## config.mk

```make
export PLATFORM = sky130hd
export DESIGN_NAME = aes_decipher_block
export DESIGN_NICKNAME = d
export VERILOG_FILES = /design/src/rtl/aes_dec_pkg.sv /design/src/rtl/aes_decipher_block.sv
export SDC_FILE = /design/constraint.sdc
export NUM_CORES = 1
export LEC_CHECK = 0
export BUFFER_PORTS_ARGS = -buffer_cell sky130_fd_sc_hd__buf_2
export CORE_ASPECT_RATIO = 1.1
export CORE_MARGIN = 4
export CORE_UTILIZATION = 38
export CTS_CLUSTER_SIZE = 14
export DETAILED_ROUTE_END_ITERATION = 16
export PLACE_DENSITY = 0.57
export REMOVE_ABC_BUFFERS = 1
export SLEW_MARGIN = 0
export SYNTH_ARGS = -nofsm -noshare
export SYNTH_HDL_FRONTEND = slang
export SYNTH_SLANG_ARGS = --single-unit
```

## constraint.sdc

```tcl
create_clock -name clk -period 3.4 [get_ports clk]
set_clock_uncertainty 0.1 [all_clocks]
set_input_delay 0.17 -clock clk [delete_from_list [all_inputs] [get_ports clk]]
set_output_delay 0.17 -clock clk [all_outputs]
set_load 0.005 [all_outputs]
```

## src/rtl/aes_dec_pkg.sv

```systemverilog
// Shared types and GF(2^8) helpers for the AES-128 inverse cipher.
package aes_dec_pkg;

    localparam int AES128_ROUNDS = 10;

    typedef enum logic [1:0] {
        IDLE = 2'd0,
        INIT = 2'd1,
        SBOX = 2'd2,
        MAIN = 2'd3
    } decState_t;

    function automatic logic [7:0] xtime(input logic [7:0] b);
        return {b[6:0], 1'b0} ^ (b[7] ? 8'h1b : 8'h00);
    endfunction

    function automatic logic [7:0] gmul9(input logic [7:0] b);
        logic [7:0] b2, b4, b8;
        b2 = xtime(b);
        b4 = xtime(b2);
        b8 = xtime(b4);
        return b8 ^ b;
    endfunction

    function automatic logic [7:0] gmul11(input logic [7:0] b);
        logic [7:0] b2, b4, b8;
        b2 = xtime(b);
        b4 = xtime(b2);
        b8 = xtime(b4);
        return b8 ^ b2 ^ b;
    endfunction

    function automatic logic [7:0] gmul13(input logic [7:0] b);
        logic [7:0] b2, b4, b8;
        b2 = xtime(b);
        b4 = xtime(b2);
        b8 = xtime(b4);
        return b8 ^ b4 ^ b;
    endfunction

    function automatic logic [7:0] gmul14(input logic [7:0] b);
        logic [7:0] b2, b4, b8;
        b2 = xtime(b);
        b4 = xtime(b2);
        b8 = xtime(b4);
        return b8 ^ b4 ^ b2;
    endfunction

    // Column word holds row 0 in its most significant byte.
    function automatic logic [31:0] inv_mix_column(input logic [31:0] col);
        logic [7:0] a0, a1, a2, a3;
        a0 = col[31:24];
        a1 = col[23:16];
        a2 = col[15:8];
        a3 = col[7:0];
        return {gmul14(a0) ^ gmul11(a1) ^ gmul13(a2) ^ gmul9(a3),
                gmul9(a0)  ^ gmul14(a1) ^ gmul11(a2) ^ gmul13(a3),
                gmul13(a0) ^ gmul9(a1)  ^ gmul14(a2) ^ gmul11(a3),
                gmul11(a0) ^ gmul13(a1) ^ gmul9(a2)  ^ gmul14(a3)};
    endfunction

    // Row r of the column-major state rotates right by r byte positions.
    function automatic logic [127:0] inv_shift_rows(input logic [127:0] s);
        logic [127:0] r;
        r = '0;
        for (int c = 0; c < 4; c++) begin
            for (int row = 0; row < 4; row++) begin
                r[127 - 8 * (4 * c + row) -: 8] = s[127 - 8 * (4 * ((c - row + 4) % 4) + row) -: 8];
            end
        end
        return r;
    endfunction

endpackage

```

## src/rtl/aes_decipher_block.sv

```systemverilog
// Iterative AES-128 inverse cipher; InvSubBytes one word per cycle via an external S-box.
// Latency: 52 cycles accept-to-accept; result and ready register 51 edges after the accepted next.
// Backpressure: ready=0 while busy; next is ignored until the first IDLE cycle after completion.
module aes_decipher_block
    import aes_dec_pkg::*;
#(
    parameter int NUM_ROUNDS = AES128_ROUNDS
) (
    input  logic         clk,
    input  logic         reset,
    input  logic         next,
    input  logic [127:0] block,
    input  logic [127:0] roundKey,
    output logic [3:0]   round,
    output logic [31:0]  invSBoxRequest,
    input  logic [31:0]  invSBoxResponse,
    output logic [127:0] newBlock,
    output logic         ready
);

    if (NUM_ROUNDS != AES128_ROUNDS) begin : gBadRounds
        $error("aes_decipher_block supports only NUM_ROUNDS = 10");
    end

    decState_t    fsm;
    logic [127:0] state;
    logic [127:0] keyed;
    logic [3:0]   rctr;
    logic [1:0]   wctr;

    assign keyed = state ^ roundKey;
    assign round = rctr;

    always_comb begin
        invSBoxRequest = '0;
        if (fsm == SBOX) begin
            case (wctr)
                2'd0: invSBoxRequest = state[127:96];
                2'd1: invSBoxRequest = state[95:64];
                2'd2: invSBoxRequest = state[63:32];
                default: invSBoxRequest = state[31:0];
            endcase
        end
    end

    always_ff @(posedge clk or negedge reset) begin
        if (!reset) begin
            fsm      <= IDLE;
            state    <= '0;
            rctr     <= '0;
            wctr     <= '0;
            newBlock <= '0;
            ready    <= 1'b1;
        end else begin
            case (fsm)
                IDLE: begin
                    if (next) begin
                        state <= block;
                        rctr  <= 4'(NUM_ROUNDS);
                        ready <= 1'b0;
                        fsm   <= INIT;
                    end
                end
                INIT: begin
                    state <= inv_shift_rows(keyed);
                    rctr  <= rctr - 4'd1;
                    wctr  <= '0;
                    fsm   <= SBOX;
                end
                SBOX: begin
                    case (wctr)
                        2'd0: state[127:96] <= invSBoxResponse;
                        2'd1: state[95:64]  <= invSBoxResponse;
                        2'd2: state[63:32]  <= invSBoxResponse;
                        default: state[31:0] <= invSBoxResponse;
                    endcase
                    wctr <= wctr + 2'd1;
                    if (wctr == 2'd3) begin
                        fsm <= MAIN;
                    end
                end
                MAIN: begin
                    if (rctr != 4'd0) begin
                        state <= inv_shift_rows({inv_mix_column(keyed[127:96]),
                                                 inv_mix_column(keyed[95:64]),
                                                 inv_mix_column(keyed[63:32]),
                                                 inv_mix_column(keyed[31:0])});
                        rctr  <= rctr - 4'd1;
                        wctr  <= '0;
                        fsm   <= SBOX;
                    end else begin
                        // Final AddRoundKey with key 0; rctr stays 0 so round reads 0 in IDLE.
                        newBlock <= keyed;
                        ready    <= 1'b1;
                        fsm      <= IDLE;
                    end
                end
                default: fsm <= IDLE;
            endcase
        end
    end

endmodule

```

Yosys cells after proc, flatten, opt, wreduce, memory -nomap -nowiden:

Cells that the tools add are included.

* register bits: 265
* bits of input ports: 291
* output and inout port bits: 165
* logic and storage cells: 304

* $add $sub $neg: 2
* equal/unequal tests: 14
* muxes and demuxes: 69
* bitwise operators: 194
* reduce and logical (&&, ||, !) cells: 16

Operators with widths (count)
* 8-bit bitwise XOR: 152
* 128-bit one-hot mux with 4 select lines: 1
* 8-bit by 5-bit bitwise XOR with 8-bit output: 40
* 128-bit two-way mux: 2
* 5-bit two-way mux: 48
* 32-bit two-way mux: 5
* 128-bit bitwise XOR: 1
* 32-bit one-hot mux with 3 select lines: 1
* 3-bit AND reduction: 6
* 4-bit one-hot mux with 3 select lines: 1
* 2-bit equality test, second input constant: 4
* 2-bit two-way mux: 4
* 4-bit two-way mux: 2
* 2-bit by 1-bit inequality test with 1-bit output, second input constant: 4
* 2-bit inequality test, second input constant: 4
* 2-bit one-hot mux with 4 select lines: 1
* 2-bit one-hot mux with 3 select lines: 1
* 2-bit AND reduction: 3
* 3-bit nonzero test: 2
* 2-bit by 1-bit equality test with 1-bit output, second input constant: 2
* 2-bit zero test: 2
* 4-bit nonzero test: 1
* 4-bit by 1-bit subtractor with 4-bit output, second input constant: 1
* 3-bit OR reduction: 1
* 5 further kinds: 6

Depth between registers and ports, before layout:

Gate-level depths: netlist of run 1.

* word-level depth: 14
* depth in mapped cells: 10
* depth with buffers taken out: 8

Worst setup path after synthesis of run 1:

Ideal clock, no wire load.

* path kind: register to register
* from: register state[25]
* to: register state[33]
* library setup time: 0.125 ns
* data arrival time: 2.463 ns
* data required time: 3.175 ns
* slack: 0.712 ns
* stages on the path, launching flop included: 8
* path buffers: 0
* period minus slack after synthesis: 2.688 ns
* cell sequence: dfrtp_1 -> xnor2_1 -> xnor2_1 -> xor2_1 -> xnor2_2 -> xnor2_1 -> mux4_2 -> mux2_2

* cells in the longest elaborated chain, start to end: 7

Ends and longest elaborated chain
* start, declared: line aes_decipher_block.sv:26 `logic [127:0] state;`
* start signal, assigned: line aes_decipher_block.sv:58 `state <= block;`
* start signal, assigned: line aes_decipher_block.sv:65 `state <= inv_shift_rows(keyed);`
* start signal, assigned: line aes_decipher_block.sv:75 `default: state[31:0] <= invSBoxResponse;`
* 128-bit bitwise XOR: line aes_decipher_block.sv:31 `assign keyed = state ^ roundKey;`
* 8-bit bitwise XOR: line aes_dec_pkg.sv:30 `return b8 ^ b2 ^ b;`
* 8-bit bitwise XOR (3 in series): line aes_dec_pkg.sv:59 `gmul11(a0) ^ gmul13(a1) ^ gmul9(a2) ^ gmul14(a3)};`
* 128-bit two-way mux: line aes_decipher_block.sv:83 `if (rctr != 4'd0) begin`
* 128-bit one-hot mux with 4 select lines: line aes_decipher_block.sv:55 `case (fsm)`

Every way passes these cells. The select of a mux whose other input is x is not followed.
A chain may end at the register's enable or synchronous reset.

Final worst setup path of run 1:

* from: register state[77]
* to: register state[52]

* cells in the longest elaborated chain, start to end: 11

Ends and longest elaborated chain
* start signal, assigned: line aes_decipher_block.sv:58
* start signal, assigned: line aes_decipher_block.sv:65
* start signal, assigned: line aes_decipher_block.sv:73 `2'd1: state[95:64] <= invSBoxResponse;`
* 128-bit bitwise XOR: line aes_decipher_block.sv:31
* 8-bit by 5-bit bitwise XOR with 8-bit output (2 in series): line aes_dec_pkg.sv:14 `return {b[6:0], 1'b0} ^ (b[7] ? 8'h1b : 8'h00);`
* 5-bit two-way mux: line aes_dec_pkg.sv:14
* 8-bit by 5-bit bitwise XOR with 8-bit output: line aes_dec_pkg.sv:14
* 8-bit bitwise XOR (2 in series): line aes_dec_pkg.sv:30
* 8-bit bitwise XOR (2 in series): line aes_dec_pkg.sv:57 `gmul9(a0) ^ gmul14(a1) ^ gmul11(a2) ^ gmul13(a3),`
* 128-bit two-way mux: line aes_decipher_block.sv:83
* 128-bit one-hot mux with 4 select lines: line aes_decipher_block.sv:55

Every way passes these cells. The select of a mux whose other input is x is not followed.

==> results_dict.tcl, run 1 <==
set metrics [dict create \
    cp_max_fo 4 \
    die_width_um 245 \
    number_of_global_route_vias_before_repair 23000 \
    grt_antenna_before_repair 4 \
    grt_start_max_net_pins 170 \
    timing_worst_setup_path_type "reg2reg" \
    syn_avg_cell_area_sq_um 9.57 \
    route.met3.wl_um 13200 \
    maxUsedRoutingLayer "met5" \
    synth-warning-count 0 \
    final_core_utilization_pct 49.6 \
    detail-route-antenna-nets 0 \
    dp.cells 3814 \
    placeableCoreArea_sq_um 61200 \
    detailedRoute.firstPassIterationCount 7 \
    design.portCount 456 \
    wl_per_cell_um 31.6 \
    post_layout_nonfiller_instances 3983 \
    setup_viol_count_final 1 \
    cts.clk_slew.worst_paths_ps 60 \
    synth.ff_latch_count 265 \
    max_slew.worst_pin.slew_ps 1540 \
    max_cap_violations 1 \
    initialDrtViolationCount 2942 \
    synthesis.instances 2460 \
    viasPerCell 5.82 \
    peakVddDrop_v 0.000688 \
    fin_crit_sh_pct 101 \
    initial_core_util_pct 38.5 \
    power.density_nw_per_um2 1490 \
    crit_path_start_kind "flip-flop" \
    finalMaxSlewViolations 5 \
    timing.max_slew.rel_slack_pct -3.74 \
    layout_cell_share_with_drive_strength_beyond_1_pct 26.7 \
    detailedPlacementHpwl_um 98500 \
    violations_in_the_final_reports "max-capacitance violations, max-slew violations, negative setup slack" \
    grt_use_total_pct 37.0 \
    synth_flop_cell "sky130_fd_sc_hd__dfrtp_1" \
    totalPowerFinal_uw 45300 \
    net_total_in_the_final_layout 3427 \
    clkSinkCount 265 \
    clock.fmax_mhz 292 \
    cts_made_buffers 35 \
    cts_root_buf "sky130_fd_sc_hd__clkbuf_16" \
    power.leakage_uw 0.0135 \
    layout_setup_ws_ps -27.8 \
    dp_worst_setup_slack_ps -70.3 \
    critical_path.cell_chain "xor2_1, xnor3_1, xnor3_1, xnor3_1, xor2_2, xnor2_2, a21oi_1" \
    via_total_after_detailed_routing 23200 \
    port-buffer-count 455 \
    met2RoutedLength_um 55700 \
    fp.dieArea_sq_um 66000 \
    crit_top_cell "sky130_fd_sc_hd__xnor3_1" \
    synth-edff-count 0 \
    globalRoute.totalOverflow 0 \
    grt_setup_unrepaired "no" \
    worstPathArrival_ps 3770 \
    detail_route.wirelength_um 126000 \
    async_flop_share_pct 100 \
    die_h_um 269 \
    hold_violations 0 \
    htree_levels 2 \
    status "complete, but fails checks" \
    crit_buf_inv 0 \
    routabilityCongestion 1.06 \
    cts_tree "done" \
    family_with_the_most_delay_on_the_worst_path "XOR/XNOR gates" \
    global_route_wire_length_before_repair_um 174000 \
    period_needed_ps 3430 \
    synth_sequential_area_ratio_pct 28.2 \
    slowest_stage_cell_on_the_critical_path "sky130_fd_sc_hd__dfrtp_1" \
    residual_drc_count 0 \
    critPathMaxStageDelay_ps 620 \
    yosysUniqueCellTypes 55 \
    min-delay-path-class "in2reg" \
    cts_max_path_buffers 3 \
    cell_row_count 95 \
    crit_path_end_kind "flip-flop" \
    post_synthesis_instance_area_sq_um 23500 \
    worst_ep_required_time_ps 3740 \
    m1WireLength_um 48000 \
    areaGrowthSynthToFinish_pct 28.9 \
    worstSkewPairLatency_ps 580 \
]
[where the power goes]
part	total, uW	switching (uW)	internal [uW]
Sequential	4910	1130	3780
Clock	3940	1630	2310
Combinational	36400	19000	17400
Total	45300	21700	23500
[kinds of logic (layout without fill, tap and decap cells)]
kind of cell               Yosys count  after routing  synth area share (%)
DFF                                265            265                  28.2
AOI/OAI and AO/OA                  595            595                  15.5
other                                0              2                     0
muxes                               22             22                  1.47
adders and majority gates            5              5                 0.266
and+or+nand+nor                    531            531                  8.75
buffers and inverters              154            851                  2.47
xor gates and xnor gates           888            888                  43.3
[registers in the layout, summed over array words and instances (netlist names)]
register  cells
newBlock    128
state       128
round         4
fsm           2
wctr          2
ready         1
[worst paths after layout]
| kind | to | depth (start not counted) | start | slack (ps) |
|---|---|---|---|---|
| setup / recovery | state[52] | 7 | state[77] | -30 |
| hold / removal | state[102] | 5 | block[102] | 20 |
| setup reg to reg | state[52] | 7 | state[77] | -30 |
| hold reg to reg | newBlock[15] | 2 | newBlock[15] | 370 |
| max in group asynchronous | state[42] | 3 | reset | 2180 |
| min in group asynchronous | newBlock[95] | 2 | reset | 50 |
[synthesized netlist by cell type (3+ instances only)]
| library cell | instances | area [sq um] |
|---|---|---|
| sky130_fd_sc_hd__a211oi_1 | 24 | 180 |
| sky130_fd_sc_hd__a21o_1 | 8 | 60.1 |
| sky130_fd_sc_hd__a21oi_1 | 280 | 1400 |
| sky130_fd_sc_hd__a221o_1 | 8 | 80.1 |
| sky130_fd_sc_hd__a221oi_1 | 15 | 131 |
| sky130_fd_sc_hd__a222oi_1 | 34 | 340 |
| sky130_fd_sc_hd__a22oi_1 | 6 | 45.0 |
| sky130_fd_sc_hd__a31oi_1 | 9 | 56.3 |
| sky130_fd_sc_hd__buf_1 | 12 | 45.0 |
| sky130_fd_sc_hd__buf_2 | 3 | 15.0 |
| sky130_fd_sc_hd__clkbuf_1 | 127 | 477 |
| sky130_fd_sc_hd__dfrtp_1 | 264 | 6610 |
| sky130_fd_sc_hd__ha_1 | 5 | 62.6 |
| sky130_fd_sc_hd__inv_1 | 11 | 41.3 |
| sky130_fd_sc_hd__mux2_2 | 10 | 113 |
| sky130_fd_sc_hd__mux2i_1 | 3 | 30.0 |
| sky130_fd_sc_hd__mux4_2 | 9 | 203 |
| sky130_fd_sc_hd__nand2_1 | 131 | 492 |
| sky130_fd_sc_hd__nand2b_1 | 4 | 25.0 |
| sky130_fd_sc_hd__nand3_1 | 6 | 30.0 |
| sky130_fd_sc_hd__nor2_1 | 369 | 1390 |
| sky130_fd_sc_hd__nor3_1 | 8 | 40.0 |
| sky130_fd_sc_hd__o211ai_1 | 9 | 67.6 |
| sky130_fd_sc_hd__o21ai_0 | 100 | 500 |
| sky130_fd_sc_hd__o21ai_1 | 15 | 75.1 |
| sky130_fd_sc_hd__o221ai_1 | 44 | 385 |
| sky130_fd_sc_hd__o22a_1 | 4 | 35.0 |
| sky130_fd_sc_hd__o22ai_1 | 12 | 75.1 |
| sky130_fd_sc_hd__o31a_1 | 7 | 61.3 |
| sky130_fd_sc_hd__o31ai_1 | 8 | 60.1 |
| sky130_fd_sc_hd__or2_2 | 6 | 37.5 |
| sky130_fd_sc_hd__xnor2_1 | 578 | 5060 |
| sky130_fd_sc_hd__xnor2_2 | 46 | 748 |
| sky130_fd_sc_hd__xnor2_4 | 14 | 385 |
| sky130_fd_sc_hd__xnor3_1 | 107 | 2410 |
| sky130_fd_sc_hd__xor2_1 | 118 | 1030 |
| sky130_fd_sc_hd__xor2_2 | 6 | 97.6 |
| sky130_fd_sc_hd__xor2_4 | 4 | 110 |
| sky130_fd_sc_hd__xor3_1 | 14 | 333 |
[metal layers]
metal	track usage, %	vias to the layer above
li1	-	9798
met1	46.5	11400
met2	58.2	1580
met3	9.99	382
met4	20.8	2
met5	0	-
[cell type report]
| class | instances | area [sq um] |
|---|---|---|
| Multi-Input combinational cell | 2041 | 16400 |
| Sequential cell | 265 | 6640 |
| Antenna cell | 2 | 5.00 |
| Timing Repair Buffer | 776 | 5070 |
| Clock buffer | 52 | 1060 |
| Clock inverter | 11 | 111 |
| Tap cell | 824 | 1030 |
| Inverter | 12 | 45.0 |
| Fill cell | 5838 | 30900 |
[cells in the final DEF, fill, tap and decap left out, types with 7 or more instances in the layout]
master	instances
sky130_fd_sc_hd__a211oi_1	24
sky130_fd_sc_hd__o21ai_1	17
sky130_fd_sc_hd__a221o_1	8
sky130_fd_sc_hd__clkinv_2	7
sky130_fd_sc_hd__clkbuf_1	7
sky130_fd_sc_hd__nand2_1	129
sky130_fd_sc_hd__buf_12	9
sky130_fd_sc_hd__a221oi_1	14
sky130_fd_sc_hd__mux4_2	9
sky130_fd_sc_hd__o21ai_0	98
sky130_fd_sc_hd__clkbuf_8	8
sky130_fd_sc_hd__dfrtp_1	261
sky130_fd_sc_hd__a31oi_1	9
sky130_fd_sc_hd__inv_1	10
sky130_fd_sc_hd__o31a_1	7
sky130_fd_sc_hd__xor3_1	14
sky130_fd_sc_hd__xnor2_2	47
sky130_fd_sc_hd__xnor3_1	107
sky130_fd_sc_hd__mux2_2	10
sky130_fd_sc_hd__dlygate4sd3_1	103
sky130_fd_sc_hd__a21oi_1	276
sky130_fd_sc_hd__o211ai_1	9
sky130_fd_sc_hd__buf_2	454
sky130_fd_sc_hd__o31ai_1	8
sky130_fd_sc_hd__o22ai_1	12
sky130_fd_sc_hd__o221ai_1	44
sky130_fd_sc_hd__nor2_1	369
sky130_fd_sc_hd__clkbuf_16	37
sky130_fd_sc_hd__nor3_1	8
sky130_fd_sc_hd__xnor2_1	577
sky130_fd_sc_hd__xnor2_4	14
sky130_fd_sc_hd__xor2_1	118
sky130_fd_sc_hd__a21o_1	8
sky130_fd_sc_hd__buf_4	209
sky130_fd_sc_hd__a222oi_1	34
[worst reg2reg max path, cell delays in order, from the launching register on]
cell,delay (ps)
sky130_fd_sc_hd__dfrtp_1,620
sky130_fd_sc_hd__xor2_1,360
sky130_fd_sc_hd__xnor3_1,600
sky130_fd_sc_hd__xnor3_1,440
sky130_fd_sc_hd__xnor3_1,520
sky130_fd_sc_hd__xor2_2,200
sky130_fd_sc_hd__xnor2_2,340
sky130_fd_sc_hd__a21oi_1,120
[stage by stage]
step                      hold slack (ps)  setup TNS (ps)  cell area [sq um]
after floorplan                      -226        -6482570              23000
after global placement               74.6           -96.5              28100
after detailed placement             71.5           -70.3              28100
after CTS                            2.03               0              30300
after global routing                 25.4               0              30300
final                                20.1           -27.8              30300
[repair_timing]
item,CTS,global route
buffers inserted,1,0
pin swaps,1,1
gates resized for setup,1,4
endpoints found under the setup margin,2,2
endpoints found under the hold margin,218,0
hold buffers,103,0
Power figures use the tool's default switching activity.
==> inputs of run 2 (changes only) <==
Settings changed: ABC_AREA set to 1, PLACE_DENSITY 0.57 to 0.56, TNS_END_PERCENT set to 20.
==> results_dict.tcl, run 2 <==
set metrics [dict create \
    worst_ep_required_time_ps 3130 \
    synth-warning-count 0 \
    synth_commonest_cells "sky130_fd_sc_hd__nand2_1 (2495), sky130_fd_sc_hd__inv_1 (461), sky130_fd_sc_hd__nand3_1 (416), sky130_fd_sc_hd__xor2_1 (361), sky130_fd_sc_hd__o21ai_0 (322)" \
    async_flop_share_pct 100 \
    areaGrowthSynthToFinish_pct 25.8 \
    port-buffer-count 455 \
    synth_flop_cell "sky130_fd_sc_hd__dfrtp_1" \
    grt_use_total_pct 42.5 \
    max_cap_violations 0 \
    finalMaxSlewViolations 0 \
    dp.cells 6877 \
    layout.cells.most_common_list "sky130_fd_sc_hd__nand2_1 (2494), sky130_fd_sc_hd__inv_1 (456), sky130_fd_sc_hd__buf_2 (454)" \
    grt_setup_unrepaired "no" \
    detail_route.wirelength_um 187000 \
    min-delay-path-class "in2reg" \
    detailedPlacementHpwl_um 153000 \
    die_width_um 278 \
    detailedRoute.firstPassIterationCount 6 \
    setup_viol_count_final 0 \
    global_route_wire_length_before_repair_um 260000 \
    grt_antenna_before_repair 21 \
    library_cell_occupying_the_most_area_in_the_post_synthesis_netlist "sky130_fd_sc_hd__nand2_1" \
    hold_violations 0 \
    synthesis.instances 5257 \
    die_h_um 305 \
    crit_path_start_kind "flip-flop" \
    initialDrtViolationCount 4977 \
    worstPathArrival_ps 3120 \
    routabilityCongestion 1.09 \
    max_slew.worst_pin.slew_ps 1320 \
    post_layout_nonfiller_instances 7097 \
    crit_path_end_kind "output port" \
    synth.ff_latch_count 265 \
    cts.clk_slew.worst_paths_ps 70 \
    cts_setup_buffers 0 \
    initial_core_util_pct 38.5 \
    fp.dieArea_sq_um 84800 \
    layout_setup_ws_ps 11.1 \
    layout_cell_share_with_drive_strength_beyond_1_pct 15.1 \
    via_total_after_detailed_routing 38400 \
    cp_max_fo 18 \
    detail-route-antenna-nets 0 \
    netlist_top_cells_area "sky130_fd_sc_hd__nand2_1 (31%), sky130_fd_sc_hd__dfrtp_1 (22%), sky130_fd_sc_hd__xor2_1 (10%)" \
    htree_levels 2 \
    cts_root_buf "sky130_fd_sc_hd__clkbuf_16" \
    post_synthesis_instance_area_sq_um 30500 \
    synth_most_common_cell "sky130_fd_sc_hd__nand2_1" \
    dp_worst_setup_slack_ps 305 \
    globalRoute.totalOverflow 0 \
    synth_largest_type_area_fraction_pct 30.7 \
    filler_cell_count 8466 \
    residual_drc_count 0 \
    synth-edff-count 0 \
    worstSkewPairLatency_ps 600 \
    yosysUniqueCellTypes 41 \
    fin_crit_sh_pct 99.7 \
    timing.setup.tns_ps 0 \
    synth_sequential_area_ratio_pct 21.8 \
    cts_made_buffers 36 \
    number_of_global_route_vias_before_repair 35500 \
    timing_worst_setup_path_type "reg2out" \
    period_needed_ps 3390 \
    viasPerCell 5.41 \
    cell_row_count 108 \
    clkSinkCount 265 \
    design.portCount 456 \
    clock.fmax_mhz 295 \
    syn_avg_cell_area_sq_um 5.80 \
    status "completed" \
    placeableCoreArea_sq_um 79200 \
    cts_tree "done" \
    timing.max_slew.rel_slack_pct 11.0 \
    leading_cell_type_in_the_layout_fill_and_taps_excluded "sky130_fd_sc_hd__nand2_1" \
    grt_start_max_net_pins 174 \
    net_total_in_the_final_layout 6311 \
    wl_per_cell_um 26.4 \
    cts_max_path_buffers 3 \
]
==> run 2: cell count changes after synthesis, moves of 27 or more <==
| cell | delta |
|---|---|
| sky130_fd_sc_hd__a222oi_1 | -34 |
| sky130_fd_sc_hd__o221ai_1 | -44 |
| sky130_fd_sc_hd__nand3_1 | +410 |
| sky130_fd_sc_hd__nand2_2 | +48 |
| sky130_fd_sc_hd__xnor2_1 | -405 |
| sky130_fd_sc_hd__nand2_1 | +2364 |
| sky130_fd_sc_hd__xor2_1 | +243 |
| sky130_fd_sc_hd__o21ai_0 | +222 |
| sky130_fd_sc_hd__xor2_2 | +27 |
| sky130_fd_sc_hd__xnor3_1 | -107 |
| sky130_fd_sc_hd__nor2_1 | -65 |
| sky130_fd_sc_hd__a21oi_1 | -218 |
| sky130_fd_sc_hd__inv_1 | +450 |
==> run 2: worst max-delay path: stages (launching register included) <==
cell	delay [ps]
sky130_fd_sc_hd__dfrtp_1	400
sky130_fd_sc_hd__inv_1	100
sky130_fd_sc_hd__ha_1	570
sky130_fd_sc_hd__buf_4	400
sky130_fd_sc_hd__a21oi_1	260
sky130_fd_sc_hd__a31oi_1	540
sky130_fd_sc_hd__buf_2	230
==> run 2: final timing paths <==
kind,start,end,slack [ps],depth (start not counted)
max,wctr[1],invSBoxRequest[28],10,6
max reg2reg,state[55],state[58],170,18
min in group asynchronous,reset,newBlock[87],90,2
min,roundKey[5],newBlock[5],4,3
min reg2reg,ready,ready,370,2
max in group asynchronous,reset,state[45],2160,3
==> run 2: kinds of logic after synthesis <==
kind of cell,count (synthesis),synth area share (%)
AND/OR/NAND/NOR,3332,43.9
XOR/XNOR,597,18.7
adder cells (fa/ha/maj),5,0.205
flip-flops,265,21.8
buffers and inverters,598,7.44
AO/OA/AOI/OAI,460,7.93
==> run 2: through the flow <==
stage,utilization [%],instance area [sq um],hold WS (ps)
floorplan,-,30000,-226
global placement,45.0,35600,166
detailed placement,45.0,35600,163
CTS,48.4,38300,3.44
global route,48.4,38300,15.9
finish,48.4,38400,3.75
==> run 2: routing by layer <==
| metal | wire [um] | up-vias | GRT usage, % | share of wire, % |
|---|---|---|---|---|
| met5 | 82 | - | 0 | 0.044 |
| met4 | 13400 | 12 | 24.5 | 7.1 |
| met3 | 18400 | 471 | 9.27 | 9.9 |
| met2 | 79900 | 2294 | 64.9 | 43 |
| met1 | 75300 | 17900 | 55.3 | 40 |
| li1 | - | 17800 | - | - |
==> run 2: final cells by class <==
class | count | area [sq um] | area share, %
inverter | 469 | 1770 | 4.62
tap | 1045 | 1310 | 3.41
antenna | 11 | 27.5 | 0.0718
timing repair buffer | 849 | 5770 | 15.0
multi-input combinational | 4394 | 21600 | 56.3
clock inverter | 13 | 194 | 0.506
sequential | 265 | 6630 | 17.3
clock buffer | 51 | 1050 | 2.73
==> run 2: timing repair <==
item,CTS,global route
endpoints found under the hold margin,221,0
hold buffers,145,0
endpoints found under the setup margin,0,2
gates resized for setup,0,2
Power of run 2 is left out: the tool's default activity adds up to more than one toggle a clock period on the data nets, which glitch-free logic cannot reach.
